### config.mk
export PLATFORM = sky130hd
export DESIGN_NAME = seq_divider
export DESIGN_NICKNAME = d
export VERILOG_FILES = /design/src/rtl/seq_divider.sv
export SDC_FILE = /design/constraint.sdc
export NUM_CORES = 1
export LEC_CHECK = 0
export ABC_AREA = 1
export CAP_MARGIN = 30
export CORE_UTILIZATION = 50
export DETAILED_ROUTE_END_ITERATION = 10
export GPL_TIMING_DRIVEN = 0
export PLACE_DENSITY = 0.8
export SETUP_SLACK_MARGIN = 0.15
export SLEW_MARGIN = 20
export SYNTH_ARGS = -nofsm -noshare
export SYNTH_HDL_FRONTEND = slang
export SYNTH_SLANG_ARGS = --single-unit
### constraint.sdc
create_clock -name clk -period 2.1 [get_ports clk]
set_input_delay 0.315 -clock clk [delete_from_list [all_inputs] [get_ports clk]]
set_output_delay 0.315 -clock clk [all_outputs]
set_load 0.01 [all_outputs]
### src/rtl/seq_divider.sv
// -----------------------------------------------------------------------------
// seq_divider
//
// Multi-cycle 32-bit integer divider, signed or unsigned. It runs one
// restoring step per clock: 32 steps, then one cycle to apply the result
// signs. With an accept at edge E0, done is high in the cycle after E0+33.
// A zero divisor skips the iterations and reports after a single edge.
//
// Ports
//   clk        rising-edge clock
//   rst_n      synchronous active-low reset, sampled on rising clk
//   start      request a division; accepted only in IDLE
//   sgn        1 = two's-complement operands, 0 = unsigned (sampled with start)
//   dividend   numerator (sampled with start)
//   divisor    denominator (sampled with start)
//   busy       high from the accept edge until done rises
//   done       one-cycle pulse; quotient, remainder and dbz are valid
//   quotient   result quotient, held until the next result
//   remainder  result remainder, held until the next result
//   dbz        divide-by-zero flag, held with the results
// -----------------------------------------------------------------------------
module seq_divider (
    input  logic        clk,
    input  logic        rst_n,
    input  logic        start,
    input  logic        sgn,
    input  logic [31:0] dividend,
    input  logic [31:0] divisor,
    output logic        busy,
    output logic        done,
    output logic [31:0] quotient,
    output logic [31:0] remainder,
    output logic        dbz
);

    localparam logic [1:0] S_IDLE = 2'd0;
    localparam logic [1:0] S_CALC = 2'd1;
    localparam logic [1:0] S_FIX  = 2'd2;
    localparam logic [1:0] S_DONE = 2'd3;

    logic [1:0]  state_q,     state_d;
    logic [5:0]  cnt_q,       cnt_d;
    logic [32:0] rem_q,       rem_d;        // partial remainder R
    logic [31:0] quo_q,       quo_d;        // quotient shift register Q
    logic [31:0] dmag_q,      dmag_d;       // |divisor|
    logic        q_neg_q,     q_neg_d;
    logic        r_neg_q,     r_neg_d;
    logic [31:0] quotient_q,  quotient_d;
    logic [31:0] remainder_q, remainder_d;
    logic        dbz_q,       dbz_d;

    // Operand magnitudes. 0x80000000 negates to itself, which is the correct
    // unsigned magnitude, so no special case is needed.
    logic        dvd_neg;
    logic        dvs_neg;
    logic [31:0] dvd_mag;
    logic [31:0] dvs_mag;

    assign dvd_neg = sgn & dividend[31];
    assign dvs_neg = sgn & divisor[31];
    assign dvd_mag = dvd_neg ? (~dividend + 32'd1) : dividend;
    assign dvs_mag = dvs_neg ? (~divisor + 32'd1) : divisor;

    // Trial subtraction on the left-shifted {R,Q}. R stays below |divisor|,
    // so the shifted value fits in 33 bits and bit 33 of the difference is
    // a clean borrow/sign flag.
    logic [33:0] trial;
    assign trial = {rem_q, quo_q[31]} - {2'b00, dmag_q};

    always_comb begin
        // NOTE: every *_d gets its hold value first so no path can infer a latch.
        state_d     = state_q;
        cnt_d       = cnt_q;
        rem_d       = rem_q;
        quo_d       = quo_q;
        dmag_d      = dmag_q;
        q_neg_d     = q_neg_q;
        r_neg_d     = r_neg_q;
        quotient_d  = quotient_q;
        remainder_d = remainder_q;
        dbz_d       = dbz_q;

        case (state_q)
            S_IDLE: begin
                if (start) begin
                    q_neg_d = dvd_neg ^ dvs_neg;
                    r_neg_d = dvd_neg;
                    dmag_d  = dvs_mag;
                    rem_d   = 33'd0;
                    quo_d   = dvd_mag;
                    cnt_d   = 6'd32;
                    if (divisor == 32'd0) begin
                        // Results are final immediately; the raw dividend is
                        // returned, not its magnitude.
                        quotient_d  = 32'hFFFF_FFFF;
                        remainder_d = dividend;
                        dbz_d       = 1'b1;
                        state_d     = S_DONE;
                    end else begin
                        state_d = S_CALC;
                    end
                end
            end

            S_CALC: begin
                if (trial[33]) begin
                    rem_d = {rem_q[31:0], quo_q[31]};   // restore
                    quo_d = {quo_q[30:0], 1'b0};
                end else begin
                    rem_d = trial[32:0];
                    quo_d = {quo_q[30:0], 1'b1};
                end
                cnt_d = cnt_q - 6'd1;
                if (cnt_q == 6'd1) begin
                    state_d = S_FIX;
                end
            end

            S_FIX: begin
                quotient_d  = q_neg_q ? (~quo_q + 32'd1) : quo_q;
                remainder_d = r_neg_q ? (~rem_q[31:0] + 32'd1) : rem_q[31:0];
                dbz_d       = 1'b0;
                state_d     = S_DONE;
            end

            S_DONE: begin
                state_d = S_IDLE;
            end

            default: begin
                state_d = S_IDLE;
            end
        endcase
    end

    // NOTE: reset is tested inside the clocked block, so it takes effect only on a rising edge.
    always_ff @(posedge clk) begin
        if (!rst_n) begin
            state_q     <= S_IDLE;
            cnt_q       <= 6'd0;
            rem_q       <= 33'd0;
            quo_q       <= 32'd0;
            dmag_q      <= 32'd0;
            q_neg_q     <= 1'b0;
            r_neg_q     <= 1'b0;
            quotient_q  <= 32'd0;
            remainder_q <= 32'd0;
            dbz_q       <= 1'b0;
        end else begin
            // NOTE: non-blocking so every flop samples its pre-edge _d value.
            state_q     <= state_d;
            cnt_q       <= cnt_d;
            rem_q       <= rem_d;
            quo_q       <= quo_d;
            dmag_q      <= dmag_d;
            q_neg_q     <= q_neg_d;
            r_neg_q     <= r_neg_d;
            quotient_q  <= quotient_d;
            remainder_q <= remainder_d;
            dbz_q       <= dbz_d;
        end
    end

    // Status is a pure decode of the state register, so it is glitch-free
    // and lines up exactly with the state transitions.
    assign busy      = (state_q == S_CALC) || (state_q == S_FIX);
    assign done      = (state_q == S_DONE);
    assign quotient  = quotient_q;
    assign remainder = remainder_q;
    assign dbz       = dbz_q;

endmodule

After elaboration in Yosys (flattened, before gate mapping). Cells that the tools add are included.

Memory bits (writable): 0. Memories kept: 0. Input bits: 68. Latch bits: 0. ROM bits: 0. Bits in registers: 172.

Multiply operators: 0. Reductions and logical operators: 9. Magnitude comparators: 0. Add/sub/neg operators: 6. Shift-type cells: 0. Mux-type cells: 25. Bitwise logic cells: 7. Equal/unequal tests: 7. Div/mod/pow operators: 0.

Operator list (number): two-way mux 32 bit (9); case mux 32 bit (2 select lines) (3); adder 32 x 1 -> 32 bit, second input constant (4); NOT 32 bit (4); two-way mux 33 bit (2); case mux 33 bit (2 select lines) (1); subtractor 34 x 32 -> 34 bit (1); logical NOT 32 bit (1); case mux 6 bit (2 select lines) (1); case mux 2 bit (4 select lines) (1); == test 6 x 1 -> 1 bit, second input constant (1); two-way mux 2 bit (3); two-way mux 6 bit (1); != test 2 bit, second input constant (3); AND reduction 2 bit (3); subtractor 6 x 1 -> 6 bit, second input constant (1); == test 2 bit, second input constant (2); nonzero test 2 bit (2); two-way mux 1 bit (3); AND reduction 3 bit (1); bitwise AND 1 bit (2); == test 2 x 1 -> 1 bit, second input constant (1); logical NOT 2 bit (1); case mux 1 bit (2 select lines) (1); 2 further kinds (2).

Longest topological paths before layout.
Word-level depth: 5. Depth in mapped cells: 18.

Least setup slack after synthesis. Ideal clock, no wire load.

Path kind: register to register. Start point: register rem_q[23]. End point: register rem_q[28]. Arrival time: 1.866 ns. Cell stages (with the launch flop): 15. Data required time: 1.968 ns. Slack: 0.102 ns. Path buffers: 1. Clock period less this slack: 1.998 ns. Cell sequence: dfxtp_1 -> ha_1 -> nand2_1 -> inv_1 -> nand2_1 -> nand2_1 -> a21oi_1 -> nor2_1 -> nor2_2 -> nand2_2 -> nand2_2 -> buf_6 -> nand3_1 -> nand3_1 -> a21oi_1.

Word-level cells in the longest chain between the ends: 3.

RTL lines: from (decl) (line 43) `logic [32:0] rem_q, rem_d;`; from (signal assigned) (line 153) `rem_q <= rem_d;`; subtractor 34 x 32 -> 34 bit (line 68) `assign trial = {rem_q, quo_q[31]} - {2'b00, dmag_q};`; two-way mux 33 bit (line 106) `if (trial[33]) begin`; case mux 33 bit (2 select lines) (line 83) `case (state_q)`.

No other way between the ends. A chain may end at the register's enable or synchronous reset.

Worst setup path in the final report.
Start point: register dmag_q[2]. End point: register rem_q[18].

Word-level cells in the longest chain between the ends: 3.

RTL lines: from (decl) (line 45) `logic [31:0] dmag_q, dmag_d;`; from (signal assigned) (line 155) `dmag_q <= dmag_d;`; subtractor 34 x 32 -> 34 bit (line 68); two-way mux 33 bit (line 106); case mux 33 bit (2 select lines) (line 83).

No other way between the ends.

==> reports/summary.txt <==
=================================================================================
Outcome                                                              finished with violations
Violations in the final reports                                      negative setup slack
Post-Syn Area                                                           13100 um2
Clk_lat worst skew                                                        0.45 ns
Min setup slack post-route                                              -0.150 ns
Final Critical Period                                                     2.25 ns
Primary flip-flop cell chosen by synthesis mapping                   sky130_fd_sc_hd__dfxtp_1
Dominant combinational cell family by area after synthesis           simple AND/OR/NAND/NOR gates
Most numerous cell on the critical path                              sky130_fd_sc_hd__nand2_2
Classification of the worst setup path                               register to register
TritonCTS clock tree                                                         done
Total chip power                                                          15.6 mW
Hold-fix buffer count after cts                                                 0
Die height                                                                 164 um
Compound-cell area share of the yosys netlist                               16.7%
Remaining antenna violation count                                               0
Vias after detailed routing                                                 16100
Summed area of non-filler cells in the final layout                     17900 um2
Largest clock skew in the final design                                  0.0109 ns
Top-count cell post-synth                                            sky130_fd_sc_hd__nand2_1
Largest cells by area after synthesis                                sky130_fd_sc_hd__dfxtp_1 26%, sky130_fd_sc_hd__nand2_1 17%, sky130_fd_sc_hd__inv_1 8.9%, sky130_fd_sc_hd__nand3_1 8.1%, sky130_fd_sc_hd__a21oi_1 7.1%
Xor/xnor share of the synthesized area                                      4.68%
Detail-routed via count per cell                                             5.82
Startpoint kind of the worst setup timing path                           register
Slowest stage delay, CP                                                   0.33 ns
Clock root cell                                                      sky130_fd_sc_hd__clkbuf_16
Number of fill cells in the layout                                           2236
Most used standard cells in the synthesized netlist                  590 x sky130_fd_sc_hd__nand2_1, 311 x sky130_fd_sc_hd__inv_1, 213 x sky130_fd_sc_hd__nand3_1
Via count of the first global-routing pass                                  14300
Maximum capacitance violations                                                  0
Library cell with the largest summed area after synthesis            sky130_fd_sc_hd__dfxtp_1
Number of cells produced by synthesis                                        2181
Simple-Gate Fraction of Synth Area                                          35.9%
Effective utilization at floorplan                                          51.4%
Post-route clock period utilization                                          107%
Fin. max-slew vios                                                              0
Final setup violation count                                                    36
Number of synthesized flops with an enable pin                                  0
Clock sinks                                                                   172
Register clock-pin slew on the reported worst setup and hold paths        0.08 ns
Post-Place Cell Area                                                    14900 um2
Sequential cell area                                                     3550 um2
Per-cell routed wire length                                               19.8 um
Number of storage elements in the synthesis netlist                           172
DRT iter0 DRCs                                                               1872
RePlAce Congestion                                                           1.01
Endpoint kind of the worst setup timing path                             register
Setup WS pre-CTS                                                        -0.788 ns
Wire length after detailed routing                                        54.8 mm
Pre-Repair DR Iteration Count                                                   8
Worst slew margin relative to its limit                                     44.2%
Io pins                                                                       135
Maximum number of pins on one net before global-route repair                   19
First-pass GRT wire length                                                79.1 mm
Placed wire-length estimate after detailed placement                      41.2 mm
Pwr dens                                                               875 nW/um2
Slowest CP cell                                                      sky130_fd_sc_hd__dfxtp_2
Antenna cell count                                                              0
Arrival time reported for the critical path endpoint                      2.60 ns
Static leakage                                                            8.03 nW
Critical path data required time                                          2.45 ns
Number of antenna violations at the first check in global routing               0
Sequential-to-total area share from yosys stat                              26.3%
Die ar.                                                                 26900 um2
Setup repair after global routing missed its margin                           yes
Synthesized net count                                                        2292
Buffers on Ports                                                              134
Layout overhead on the synthesized area                                     36.4%
Final Hold Violating Endpoints                                                  0
Area of combinational cells with multiple inputs                         9380 um2
H-tree depth reported by CTS                                                    4
Share of flip-flops with an asynchronous set or reset                          0%
Average footprint of a synthesized cell                                  6.01 um2
Number of buffers created by CTS                                               17
Worst IR Drop VDD                                                        0.567 mV
Max Root-Sink Buffers                                                           2
Max FO, Critical Path                                                          10
Layout cell share with drive strength beyond 1                              21.6%
Number of placement rows                                                       58
Peak Freq                                                                 444 MHz
Width of the chip                                                          164 um
Core Area                                                               25500 um2
All-Layer GR Usage                                                          38.6%
CP Cell Sequence                                                     inv_2, ha_4, buf_6, nand2_2, nand2_2, nand2_2, nand2_2, nand2_2, nand3_2, nand2_2, nand2_2, nand2_4, nand3_4, buf_6, nand3_1, nand3_1, a21oi_1
Yosys warning total                                                             0
Share of the synthesized area in the top cell type                          26.3%
Adder and majority cell fraction of the synthesized area                    4.16%
Count of distinct cell types in the synthesized netlist                        50
Total DRC errors in the routed layout                                           0
Multiplexer share of the synthesized area                                      0%
Total congestion overflow                                                       0
Nets                                                                         2535
Transition time at the pin with the least slew margin                    0.836 ns
Worst hold path type                                                 input port to register
=================================================================================
## cell type report
cell class,count,area share [%]
Inverter,316,6.81
Multi-Input combinational cell,1605,52.5
Clock buffer,18,2.46
Buffer,89,3.58
Tap cell,330,2.31
Sequential cell,172,19.8
Clock inverter,14,0.812
Timing Repair Buffer,223,11.7
## cell usage in the layout, fill, tap and decap left out, types with 48 or more instances in the layout
cell                                n
sky130_fd_sc_hd__clkdlybuf4s50_1   98
sky130_fd_sc_hd__buf_4             82
sky130_fd_sc_hd__nor2_1           133
sky130_fd_sc_hd__inv_1            261
sky130_fd_sc_hd__dfxtp_1          118
sky130_fd_sc_hd__a21oi_1          171
sky130_fd_sc_hd__o21ai_0          111
sky130_fd_sc_hd__nand3_1          178
sky130_fd_sc_hd__nand2_1          532
sky130_fd_sc_hd__inv_2             48
sky130_fd_sc_hd__nand2_2           55
## cell families (layout without fill, tap and decap cells)
| kind of cell | count (synthesis) | count (layout) |
|---|---|---|
| AND/OR/NAND/NOR | 1086 | 1087 |
| flip-flops | 172 | 172 |
| XOR/XNOR | 70 | 70 |
| AO/OA/AOI/OAI | 405 | 405 |
| adder cells (fa/ha/maj) | 43 | 43 |
| buffers and inverters | 405 | 660 |
## report_power, final
group | total (mW) | internal, mW | switching (mW) | leakage [nW]
sequential | 4.36 | 3.82 | 0.544 | 1.43
clock | 3.21 | 1.62 | 1.59 | 0.287
combinational | 8.08 | 3.06 | 5.02 | 6.31
## path summary, 6_finish.rpt
kind / startpoint / end / slack, ns / depth (start not counted)
setup / recovery: dmag_q[2] / rem_q[18] / -0.15 / 17
hold / removal: dividend[1] / remainder[1] / 0.27 / 3
hold reg to reg: quotient[29] / quotient[29] / 0.47 / 2
setup reg to reg: dmag_q[2] / rem_q[18] / -0.15 / 17
## layer usage
metal | global-route usage, % | vias up | routed length (um)
met5 | 0 | - | 0
li1 | - | 7575 | -
met1 | 50.3 | 7400 | 21900
met4 | 17.5 | 0 | 2640
met2 | 63.5 | 958 | 25100
met3 | 5.05 | 163 | 5180
## stage by stage
stage               cells  hold WS [ns]  TNS [ns]  utilization (%)
global placement     2645         0.453    -74.64             58.7
detailed placement   2645         0.459    -76.89             58.7
CTS                  2719         0.336     -1.79             65.5
global route         2767         0.288     -6.56             70.2
floorplan            2181         0.445         0                -
finish               2767         0.270     -3.09             70.2
## state kept, by name (all words and copies together), names as in the netlist
| name | cells |
|---|---|
| cnt_q | 6 |
| dbz | 1 |
| dmag_q | 32 |
| q_neg_q | 1 |
| quo_q | 32 |
| quotient | 32 |
| r_neg_q | 1 |
| rem_q | 33 |
| remainder | 32 |
| state_q | 2 |
## worst max-delay path: cells and delay by family, from the launching register on
kind	cells	cell delay (ns)
simple gates	12	1.03
fa+ha+maj	1	0.20
flops	1	0.33
buf+inv	3	0.42
compound gates	1	0.17
## timing repair
item                                    in CTS  in global routing
endpoints found under the setup margin     152                152
pin swaps                                   53                 66
gates cloned                                 4                  6
resized for setup                          259                271
buffers inserted                            38                 42
No activity file was read; power rests on OpenSTA's default activity.
